$ cat src/rtl/bus_initiator_pkg.sv
// bus_initiator_pkg
//   Shared types and constants for the bus initiator:
//   - state_t    : FSM state encoding (IDLE / ACCESS / RESP)
//   - ADDR_W     : bus address width
//   - DATA_W     : bus data width
//   - CNT_W      : wait-cycle counter width
//   - ERROR_DATA : rsp_data value returned for writes and timed-out accesses
package bus_initiator_pkg;

  localparam int ADDR_W = 8;
  localparam int DATA_W = 32;
  localparam int CNT_W  = 16;

  localparam logic [DATA_W-1:0] ERROR_DATA = 32'h0;

  typedef enum logic [1:0] {
    ST_IDLE   = 2'd0,
    ST_ACCESS = 2'd1,
    ST_RESP   = 2'd2
  } state_t;

endpackage

$ cat src/rtl/bus_initiator_if.sv
// bus_initiator_if
//   Groups the client command/response handshake and the core-side bus.
//   Signals:
//     cmd_valid/cmd_ready/cmd_we/cmd_address/cmd_write_data : command channel
//     rsp_valid/rsp_ready/rsp_data/rsp_error                : response channel
//     cs/we/address/write_data/read_data/ready              : core bus
//   Modports:
//     master : the initiator's view (drives cmd_ready, rsp_*, cs, we, address, write_data)
//     slave  : the environment's view (client + core), the mirror image
interface bus_initiator_if;
  import bus_initiator_pkg::*;

  logic              cmd_valid;
  logic              cmd_ready;
  logic              cmd_we;
  logic [ADDR_W-1:0] cmd_address;
  logic [DATA_W-1:0] cmd_write_data;

  logic              rsp_valid;
  logic              rsp_ready;
  logic [DATA_W-1:0] rsp_data;
  logic              rsp_error;

  logic              cs;
  logic              we;
  logic [ADDR_W-1:0] address;
  logic [DATA_W-1:0] write_data;
  logic [DATA_W-1:0] read_data;
  logic              ready;

  modport master (
    input  cmd_valid, cmd_we, cmd_address, cmd_write_data,
    input  rsp_ready, read_data, ready,
    output cmd_ready, rsp_valid, rsp_data, rsp_error,
    output cs, we, address, write_data
  );

  modport slave (
    output cmd_valid, cmd_we, cmd_address, cmd_write_data,
    output rsp_ready, read_data, ready,
    input  cmd_ready, rsp_valid, rsp_data, rsp_error,
    input  cs, we, address, write_data
  );

endinterface

$ cat src/rtl/bus_initiator.sv
// bus_initiator
//   Turns one client command at a time into a single bus access toward a
//   core, waits for the core's ready strobe (bounded by TIMEOUT_CYCLES) and
//   returns a response. One command is outstanding at a time.
//   Parameters:
//     TIMEOUT_CYCLES : max cycles cs is held waiting for ready (1..65535)
//   Ports:
//     clk     : clock, rising edge
//     reset_n : asynchronous active-low reset
//     bus     : bus_initiator_if.master (command, response and core bus)
module bus_initiator
  import bus_initiator_pkg::*;
#(
  parameter logic [CNT_W-1:0] TIMEOUT_CYCLES = 16'd256
) (
  input  logic            clk,
  input  logic            reset_n,
  bus_initiator_if.master bus
);

  // Counter value of the last permitted wait cycle.
  localparam logic [CNT_W-1:0] LAST_COUNT = TIMEOUT_CYCLES - 16'd1;

  state_t            state_reg;
  logic              cmd_ready_reg;
  logic              cs_reg;
  logic              we_reg;
  logic [ADDR_W-1:0] address_reg;
  logic [DATA_W-1:0] write_data_reg;
  logic              rsp_valid_reg;
  logic [DATA_W-1:0] rsp_data_reg;
  logic              rsp_error_reg;
  logic [CNT_W-1:0]  count_reg;

  // cmd_ready is a register rather than a decode of IDLE so that it is low
  // throughout reset and only rises on the first clock after release.
  always_ff @(posedge clk or negedge reset_n) begin
    if (!reset_n) begin
      state_reg      <= ST_IDLE;
      cmd_ready_reg  <= 1'b0;
      cs_reg         <= 1'b0;
      we_reg         <= 1'b0;
      address_reg    <= '0;
      write_data_reg <= '0;
      rsp_valid_reg  <= 1'b0;
      rsp_data_reg   <= '0;
      rsp_error_reg  <= 1'b0;
      count_reg      <= '0;
    end else begin
      case (state_reg)
        ST_IDLE: begin
          if (bus.cmd_valid && cmd_ready_reg) begin
            state_reg      <= ST_ACCESS;
            cmd_ready_reg  <= 1'b0;
            cs_reg         <= 1'b1;
            we_reg         <= bus.cmd_we;
            address_reg    <= bus.cmd_address;
            write_data_reg <= bus.cmd_write_data;
            count_reg      <= '0;
          end else begin
            cmd_ready_reg  <= 1'b1;
          end
        end

        ST_ACCESS: begin
          // ready wins over the timeout when both land in the same cycle.
          if (bus.ready) begin
            state_reg     <= ST_RESP;
            cs_reg        <= 1'b0;
            rsp_valid_reg <= 1'b1;
            rsp_data_reg  <= we_reg ? ERROR_DATA : bus.read_data;
            rsp_error_reg <= 1'b0;
          end else if (count_reg == LAST_COUNT) begin
            state_reg     <= ST_RESP;
            cs_reg        <= 1'b0;
            rsp_valid_reg <= 1'b1;
            rsp_data_reg  <= ERROR_DATA;
            rsp_error_reg <= 1'b1;
          end else begin
            count_reg     <= count_reg + 16'd1;
          end
        end

        ST_RESP: begin
          // rsp_data/rsp_error simply hold until the client takes them.
          if (bus.rsp_ready) begin
            state_reg     <= ST_IDLE;
            rsp_valid_reg <= 1'b0;
            cmd_ready_reg <= 1'b1;
          end
        end

        default: begin
          state_reg     <= ST_IDLE;
          cmd_ready_reg <= 1'b0;
          cs_reg        <= 1'b0;
          rsp_valid_reg <= 1'b0;
        end
      endcase
    end
  end

  assign bus.cmd_ready  = cmd_ready_reg;
  assign bus.cs         = cs_reg;
  assign bus.we         = we_reg;
  assign bus.address    = address_reg;
  assign bus.write_data = write_data_reg;
  assign bus.rsp_valid  = rsp_valid_reg;
  assign bus.rsp_data   = rsp_data_reg;
  assign bus.rsp_error  = rsp_error_reg;

endmodule

$ cat src/flat_wrapper.sv
// flat-port wrapper written by rule: the top's interface ports become plain ports
module bus_initiator_flat import bus_initiator_pkg::*;
#(
  parameter logic [CNT_W-1:0] TIMEOUT_CYCLES = 16'd256
)
  (clk, reset_n, bus_cmd_valid, bus_cmd_we, bus_cmd_address, bus_cmd_write_data, bus_rsp_ready, bus_read_data, bus_ready, bus_cmd_ready, bus_rsp_valid, bus_rsp_data, bus_rsp_error, bus_cs, bus_we, bus_address, bus_write_data);
  bus_initiator_if bus_i ();
  input  logic clk;
  input  logic reset_n;
  input wire logic [$bits(bus_i.cmd_valid)-1:0] bus_cmd_valid;
  input wire logic [$bits(bus_i.cmd_we)-1:0] bus_cmd_we;
  input wire logic [$bits(bus_i.cmd_address)-1:0] bus_cmd_address;
  input wire logic [$bits(bus_i.cmd_write_data)-1:0] bus_cmd_write_data;
  input wire logic [$bits(bus_i.rsp_ready)-1:0] bus_rsp_ready;
  input wire logic [$bits(bus_i.read_data)-1:0] bus_read_data;
  input wire logic [$bits(bus_i.ready)-1:0] bus_ready;
  output wire logic [$bits(bus_i.cmd_ready)-1:0] bus_cmd_ready;
  output wire logic [$bits(bus_i.rsp_valid)-1:0] bus_rsp_valid;
  output wire logic [$bits(bus_i.rsp_data)-1:0] bus_rsp_data;
  output wire logic [$bits(bus_i.rsp_error)-1:0] bus_rsp_error;
  output wire logic [$bits(bus_i.cs)-1:0] bus_cs;
  output wire logic [$bits(bus_i.we)-1:0] bus_we;
  output wire logic [$bits(bus_i.address)-1:0] bus_address;
  output wire logic [$bits(bus_i.write_data)-1:0] bus_write_data;
  assign bus_i.cmd_valid = bus_cmd_valid;
  assign bus_i.cmd_we = bus_cmd_we;
  assign bus_i.cmd_address = bus_cmd_address;
  assign bus_i.cmd_write_data = bus_cmd_write_data;
  assign bus_i.rsp_ready = bus_rsp_ready;
  assign bus_i.read_data = bus_read_data;
  assign bus_i.ready = bus_ready;
  assign bus_cmd_ready = bus_i.cmd_ready;
  assign bus_rsp_valid = bus_i.rsp_valid;
  assign bus_rsp_data = bus_i.rsp_data;
  assign bus_rsp_error = bus_i.rsp_error;
  assign bus_cs = bus_i.cs;
  assign bus_we = bus_i.we;
  assign bus_address = bus_i.address;
  assign bus_write_data = bus_i.write_data;
  bus_initiator #(.TIMEOUT_CYCLES(TIMEOUT_CYCLES)) u_core (.clk(clk), .reset_n(reset_n), .bus(bus_i));
endmodule
$ cat config.mk
export PLATFORM = sky130hd
export DESIGN_NAME = bus_initiator_flat
export DESIGN_NICKNAME = d
export VERILOG_FILES = /design/src/rtl/bus_initiator_pkg.sv /design/src/rtl/bus_initiator_if.sv /design/src/rtl/bus_initiator.sv /design/src/flat_wrapper.sv
export SDC_FILE = /design/constraint.sdc
export NUM_CORES = 1
export LEC_CHECK = 0
export BUFFER_PORTS_ARGS = -buffer_cell sky130_fd_sc_hd__buf_2
export CAP_MARGIN = 10
export CORE_ASPECT_RATIO = 0.5
export CORE_MARGIN = 5
export CORE_UTILIZATION = 40
export CTS_BUF_LIST = sky130_fd_sc_hd__clkbuf_4
export CTS_CLUSTER_SIZE = 28
export DETAILED_ROUTE_END_ITERATION = 10
export GPL_TIMING_DRIVEN = 0
export PLACE_DENSITY = 0.68
export SYNTH_ARGS = -nofsm -noshare
export SYNTH_HDL_FRONTEND = slang
export SYNTH_SLANG_ARGS = --single-unit
export TNS_END_PERCENT = 30
$ cat constraint.sdc
create_clock -name clk -period 2.5 [get_ports clk]
set_clock_uncertainty 0.1 [all_clocks]
set_input_delay 0.5 -clock clk [delete_from_list [all_inputs] [get_ports clk]]
set_output_delay 0.5 -clock clk [all_outputs]
set_load 0.05 [all_outputs]
* Yosys cells after proc, flatten, opt, wreduce, memory -nomap -nowiden *
Index checks and enable logic that the tools add are counted.

operators by class
  add/subtract/negate cells = 1
  equality and inequality tests = 8
  mux-type cells = 24
  bitwise operators = 3
  reductions and logical operators = 11

operators with widths
  operator                                                                 count
  32-bit 2-to-1 mux                                                        3
  16-bit 2-to-1 mux                                                        3
  16-bit case mux with 2 select lines                                      1
  16-bit by 1-bit adder with 16-bit output (second input constant)         1
  16-bit by 8-bit equality test with 1-bit output (second input constant)  1
  1-bit 2-to-1 mux                                                         9
  1-bit case mux with 3 select lines                                       3
  3-bit AND reduction                                                      3
  2-bit 2-to-1 mux                                                         4
  2-bit != test (second input constant)                                    3
  2-bit case mux with 3 select lines                                       1
  2-bit AND reduction                                                      3
  4-bit AND reduction                                                      1
  2-bit nonzero test                                                       2
  3-bit by 2-bit != test with 1-bit output (second input constant)         1
  1-bit NOT                                                                3
  2-bit by 1-bit equality test with 1-bit output (second input constant)   1
  2-bit equality test (second input constant)                              1
  2-bit zero test                                                          1
  2-bit by 1-bit != test with 1-bit output (second input constant)         1
  1-bit logical AND                                                        1

word-level totals
  flip-flop bits (word level) = 95

* Longest topological paths before layout *
Gate-level depths: netlist (run 1).

  word-level depth = 4
  depth in mapped cells = 7

* Least setup slack after synthesis (run 1) *
OpenSTA, ideal clock, no wires.

  kind = register to register
  start = register u_core.cmd_ready_reg (netlist: u_core.bus.cmd_ready)
  end = register u_core.address_reg[0] (netlist: u_core.bus.address[0])
  data arrival time = 1.716 ns
  data required time = 2.275 ns
  slack = 0.560 ns
  stages on the path, launching flop included = 5
  buffers on the path = 1
  clock period less this slack = 1.940 ns
  cells stage by stage = dfrtp_1 nand3b_1 nor2_2 buf_2 mux2_2

on the way
  word-level cells in the longest chain between the ends = 2

ends and longest elaborated chain
  what                           line                 RTL
  from (decl)                    bus_initiator.sv:25  logic cmd_ready_reg;
  from (signal assigned)         bus_initiator.sv:40  cmd_ready_reg <= 1'b0;
  from (signal assigned)         bus_initiator.sv:54  cmd_ready_reg <= 1'b0;
  from (signal assigned)         bus_initiator.sv:61  cmd_ready_reg <= 1'b1;
  1-bit logical AND              bus_initiator.sv:52  if (bus.cmd_valid && cmd_ready_reg) begin
  2-bit AND reduction (no line)  n/a
  to (signal assigned)           bus_initiator.sv:57  address_reg <= bus.cmd_address;
  to (decl)                      bus_initiator.sv:28  logic [ADDR_W-1:0] address_reg;

Every way passes these cells.
A chain may end at the register's enable or synchronous reset.

* Worst setup path after layout (run 1) *
  start = register u_core.count_reg[0]
  end = register u_core.rsp_data_reg[5] (netlist: u_core.bus.rsp_data[5])

on the way
  word-level cells in the longest chain between the ends = 3

ends and longest elaborated chain
  what                                             line                 RTL
  from (decl)                                      bus_initiator.sv:33  logic [CNT_W-1:0] count_reg;
  from (signal assigned)                           bus_initiator.sv:80  count_reg <= count_reg + 16'd1;
  16-bit by 8-bit equality test with 1-bit output  bus_initiator.sv:73  end else if (count_reg == LAST_COUNT) begin
  2-bit nonzero test (no line)                     n/a
  2-bit AND reduction (no line)                    n/a
  to (signal assigned)                             bus_initiator.sv:71  rsp_data_reg <= we_reg ? ERROR_DATA : bus.read_data;
  to (decl)                                        bus_initiator.sv:31  logic [DATA_W-1:0] rsp_data_reg;

Every way passes these cells.

==> results.toml, run 1 <==
[synth]
ys_types = 52
postSynth.asyncResetShare_pct = 100
ys_warn_count = 0
yosysSeqAreaShare_pct = 58.5
postSynthAreaPerCell_um2 = 13.5
synth_nets = 380
synth_edf_count = 0
ys_seq_elements = 95
synth_ff_type = "dfrtp_1"
synth_cells = 301
syn_area_mm2 = 0.00406

[clock_network]
cts-buffers-inserted = 9
clock_latency_ps = 460
postCtsResizedCells = 0
cts_buffer_depth = 2
cts_root_buffer = "clkbuf_4"
hold_buffers = 1
cts.sinks = 95
post_cts_buffers = 0
cts.clk_slew.worst_paths_ps = 160
htreeDepth = 3
cts_tree = "yes"

[setup_path]
rrSetupSlack_ps = 380
worstPathRequired_ps = 2810
crit_fanout = 10
critical_path_class = "reg2reg"
critPathCaptureType = "flip-flop"
arrival_ps = 2430
start_kind = "flip-flop"

[route]
vias_per_cell = 4.98
wl_per_cell_um = 16.5
drc = 0
ant_nets = 0
drt-initial-drc-count = 138
vias = 3052
drt_first_pass_iters = 4
wirelength_um = 10100

[pwr]
p_leak_nw = 2.68
powerDensity_mw_per_mm2 = 1410
vdd_drop_max_uv = 752
power_mw = 7.29

[timing]
post-route-period-util_pct = 84.8
fmax_ghz = 0.472
worst_slack_ps = 381
worst_hold_slack_ps = 138
min_period_ps = 2120
worst_pin_slew_ps = 544
finalSetupViolations = 0
max-slew-margin-rel_pct = 63.8
hold_viol = 0
rsz0062_at_grt = "no"
maxSlewViolCount = 0

[cells_and_area]
seq_area_mm2 = 0.00238
n_antenna_cell = 0
final_cell_area_mm2 = 0.00516
multi_input_area_mm2 = 0.00156
post-route-util_pct = 51.4
final_layout_size_suffix_gt1_share_pct = 50.1
nets = 547
n_fill_cell = 921
area_growth_pct = 27.1

[floorplanning]
die_y_um = 81.3
dieArea_mm2 = 0.0124
coreArea_mm2 = 0.0101
io_pins = 155
die_w_um = 153
start_util_pct = 40.4
rows = 26

[place]
dp_slack_ps = 394
portBuffers = 154
dpl_cell_area_mm2 = 0.00504
gp_congestion = 0.784
dpl.hpwl_um = 7530

[grt]
first_global_vias = 3086
antenna_found_initial = 0
grt_pass1_wl_um = 15900
grt_max_degree = 57
grt.overflow.total = 0
track_usage_pct = 16.2

[job]
cap_viol_max_count = 0

[outcome]
status = "finished, final reports clean"

[min_path]
hold_path.class = "in2reg"
cells in the final DEF (no fill, tap or decap), types with 3 or more instances in the layout:
cell,instances
a21o_1,17
a21oi_1,3
a22o_1,18
a31oi_1,9
and3_1,3
and4b_1,14
buf_2,160
buf_6,4
clkbuf_1,6
clkbuf_4,9
clkinvlp_4,3
dfrtp_1,95
inv_1,3
mux2_2,42
nand2_1,15
nand2b_1,6
nand3_1,5
nand4_1,4
nor3_1,3
o21ai_0,3
cell usage after synthesis, drive strengths merged, types with 2 or more instances:
library cell   n  area (um^2)
a21o          17          128
a21oi          4         31.3
a22o          18          158
a31oi          9         56.3
a41oi          2         17.5
and2           2         12.5
and3           4         26.3
and4           3         28.8
and4b         14          140
buf           12         87.6
clkbuf         7         27.5
dfrtp         95         2380
inv            4         15.0
mux2          42          473
mux2i          2         20.0
nand2         15         56.3
nand2b         6         37.5
nand3          5         25.0
nand4          5         46.3
nor2           2         10.0
nor3           3         15.0
nor4           4         55.1
o21ai          6         41.3
o311ai         2         17.5
o41ai          2         17.5
or4            2         15.0
per-stage QoR:
step                TNS [ps]  cells
floorplan                  0    301
global placement      -12580    595
detailed placement         0    596
CTS                        0    613
global route               0    613
finish                     0    613
worst paths after layout:
check | start | endpoint | depth (start not counted)
worst max register to register | u_core.count_reg[0] | u_core.bus.rsp_data[5] | 7
worst max-delay path | u_core.count_reg[0] | u_core.bus.rsp_data[5] | 7
worst min-delay path | bus_read_data[14] | u_core.bus.rsp_data[14] | 2
min in group asynchronous | reset_n | u_core.bus.write_data[12] | 2
worst min register to register | u_core.bus.rsp_data[12] | u_core.bus.rsp_data[12] | 1
max in group asynchronous | reset_n | u_core.count_reg[13] | 3
cells by family (layout without fill, tap and decap cells):
logic type / after synthesis / count (layout) / synth area share (%)
flops: 95 / 95 / 58.5
buf+inv: 23 / 195 / 3.20
mux: 44 / 44 / 12.1
compound gates: 68 / 68 / 13.3
fa+ha+maj: 1 / 1 / 0.308
simple gates: 70 / 70 / 12.5
final cells by class:
type / instances / share of cell area [%]
sequential: 95 / 46.0
multi-input combinational: 183 / 30.1
timing repair buffer: 156 / 15.7
tap: 140 / 3.39
buffer: 19 / 2.23
clock buffer: 9 / 1.31
clock inverter: 7 / 0.921
inverter: 4 / 0.291
worst max-delay path, cell delays in order, from the launching register on:
cell     delay, ps
dfrtp_1        460
ha_1           260
and3_1         280
and4_1         250
buf_6          130
o21ai_4        230
buf_4          230
a21o_1         130
power breakdown:
part           internal, mW  total (mW)  switching, mW
sequential             2.14        2.52          0.380
combinational          1.17        4.02           2.85
clock                 0.203       0.745          0.542
total                  3.51        7.29           3.78
layer usage:
layer  vias up  global-route usage, %  wire [um]
li1       1473                      -          -
met4         0                   4.80        157
met1      1511                   20.1       4380
met5         -                      0          0
met2        55                   28.1       5160
met3        13                   4.52        392
Note: power is estimated with default switching activity, not from simulation.
==> run 2: changes to the inputs <==
--- a/config.mk
+++ b/config.mk
@@ -14,7 +14,7 @@
 export CTS_CLUSTER_SIZE = 28
 export DETAILED_ROUTE_END_ITERATION = 10
 export GPL_TIMING_DRIVEN = 0
-export PLACE_DENSITY = 0.68
+export PLACE_DENSITY = 0.71
 export SYNTH_ARGS = -nofsm -noshare
 export SYNTH_HDL_FRONTEND = slang
 export SYNTH_SLANG_ARGS = --single-unit
==> constraint.sdc (replaced) <==
create_clock -name clk -period 1.7 [get_ports clk]
set_clock_uncertainty 0.1 [all_clocks]
set_input_delay 0.34 -clock clk [delete_from_list [all_inputs] [get_ports clk]]
set_output_delay 0.34 -clock clk [all_outputs]
set_load 0.05 [all_outputs]
==> run 2 against run 1 <==
The flow now finishes with violations (negative setup slack); largest power group unchanged; power rose by 61%; combinational power grew 72%; design area rose by 22%; critical path type unchanged.
==> results.toml, run 2 (same netlist as run 1, synthesis figures left out) <==
[setup_path]
arrival_ps = 2150
reg2reg_depth = 6
worstPathRequired_ps = 1980
r2r-start = "u_core.count_reg[0]"
crit_fanout = 4
timing.rr.end = "u_core.bus.cs"
crit_path_max_incr_delay_ps = 420
rrSetupSlack_ps = -170
start_kind = "flip-flop"
crit_chain = "ha_2 > and3_4 > and4_4 > buf_4 > or4_4 > a22oi_2"
critPathCaptureType = "flip-flop"
slowest_stage = "dfrtp_1"
critical_path_class = "reg2reg"

[place]
dp_slack_ps = -277
portBuffers = 154
dpl.hpwl_um = 7330
gp_congestion = 0.765

[route]
drt-initial-drc-count = 187
wl_per_cell_um = 16.9
vias_per_cell = 5.02
vias = 3588
drc = 0
drt_first_pass_iters = 5
ant_nets = 0
wirelength_um = 12100

[floorplanning]
die_y_um = 81.3
start_util_pct = 40.4
dieArea_mm2 = 0.0124
coreArea_mm2 = 0.0101
die_w_um = 153
io_pins = 155
rows = 26

[min_path]
hold_path.class = "in2reg"
hold_end = "u_core.state_reg[1]"
hold_start = "bus_rsp_ready"
hold_depth = 3

[timing]
maxSlewViolCount = 0
finalSetupViolations = 55
min_period_ps = 1870
hold_viol = 0
worst_pin_slew_ps = 431
fmax_ghz = 0.535
rsz0062_at_grt = "yes"
worst_hold_slack_ps = 87.1
worst_slack_ps = -168
post-route-period-util_pct = 110
max-slew-margin-rel_pct = 71.3

[grt]
grt.overflow.total = 0
grt_max_degree = 65
track_usage_pct = 19.1
antenna_found_initial = 0
first_global_vias = 3728
grt_pass1_wl_um = 18900

[pwr]
p_leak_nw = 3.22
power_mw = 11.7
vdd_drop_max_uv = 979
powerDensity_mw_per_mm2 = 1860

[cells_and_area]
n_antenna_cell = 0
n_fill_cell = 761
post-route-util_pct = 62.8
layout_common_cells = "buf_2, dfrtp_1, dlygate4sd3_1"
area_growth_pct = 55.2
nets = 649
final_common_cell = "buf_2"
final_layout_size_suffix_gt1_share_pct = 52.9

[job]
cap_viol_max_count = 0

[outcome]
status = "finished with violations"
failed_checks = "negative setup slack"

[clock_network]
cts.sinks = 95
cts_buffer_depth = 2
cts_tree = "yes"
cts.clk_slew.worst_paths_ps = 140
htreeDepth = 3
cts_root_buffer = "clkbuf_4"
clock_latency_ps = 460
cts-buffers-inserted = 9
## run 2: repair_timing
item / in CTS / in global routing
setup buffers: 24 / 18
endpoints found under the hold margin: 89 / 1
hold buffers: 59 / 1
resized for setup: 47 / 14
cloned: 4 / 0
pin swaps: 40 / 9
setup endpoints to repair: 91 / 92
## run 2: worst max path at each step
stage | cells past startpoint | end | start
floorplan | 6 | u_core.bus.cs | u_core.count_reg[1]
global placement | 1 | u_core.bus.cmd_ready | reset_n
detailed placement | 4 | u_core.bus.write_data[10] | u_core.state_reg[1]
CTS | 6 | u_core.bus.cs | u_core.count_reg[0]
global route | 6 | u_core.bus.rsp_data[16] | u_core.count_reg[10]
finish | 6 | u_core.bus.cs | u_core.count_reg[0]
## run 2: per-layer routing
metal | share of wire [%] | routed length (um) | vias to the layer above | track usage [%]
met3 | 3.7 | 451 | 37 | 4.58
met1 | 39 | 4670 | 1757 | 21.0
met2 | 54 | 6600 | 106 | 36.5
met4 | 3.3 | 403 | 0 | 7.91
met5 | 0 | 0 | - | 0
li1 | - | - | 1688 | -
## run 2: per-stage QoR
step	cells	area (um^2)	setup TNS [ps]
after CTS	696	6110	-4260
after global placement	595	5020	-92010
after floorplan	301	4070	-4790
after global routing	715	6310	-10750
after detailed placement	596	5050	-19720
final	715	6310	-4570
## run 2: power breakdown
group	internal (mW)	switching [mW]	total, mW
clock network	0.311	0.775	1.09
registers	3.16	0.553	3.72
logic	2.40	4.51	6.91
## run 2: worst max-delay path: cells and delay by family, from the launching register on
family,cells,cell delay [ps]
AND/OR/NAND/NOR,3,810
flip-flops,1,420
adder cells (fa/ha/maj),1,200
buffers and inverters,1,150
AO/OA/AOI/OAI,1,130
## run 2: final cells by class
type / count / area (um^2) / area share, %
repair buffers: 259 / 1810 / 28.6
inverters: 4 / 17.5 / 0.278
clock inverters: 6 / 36.3 / 0.575
clock buffers: 10 / 75.1 / 1.19
flip-flops and latches: 95 / 2390 / 37.9
multi-input cells: 183 / 1650 / 26.2
plain buffers: 18 / 155 / 2.46
well taps: 140 / 175 / 2.78
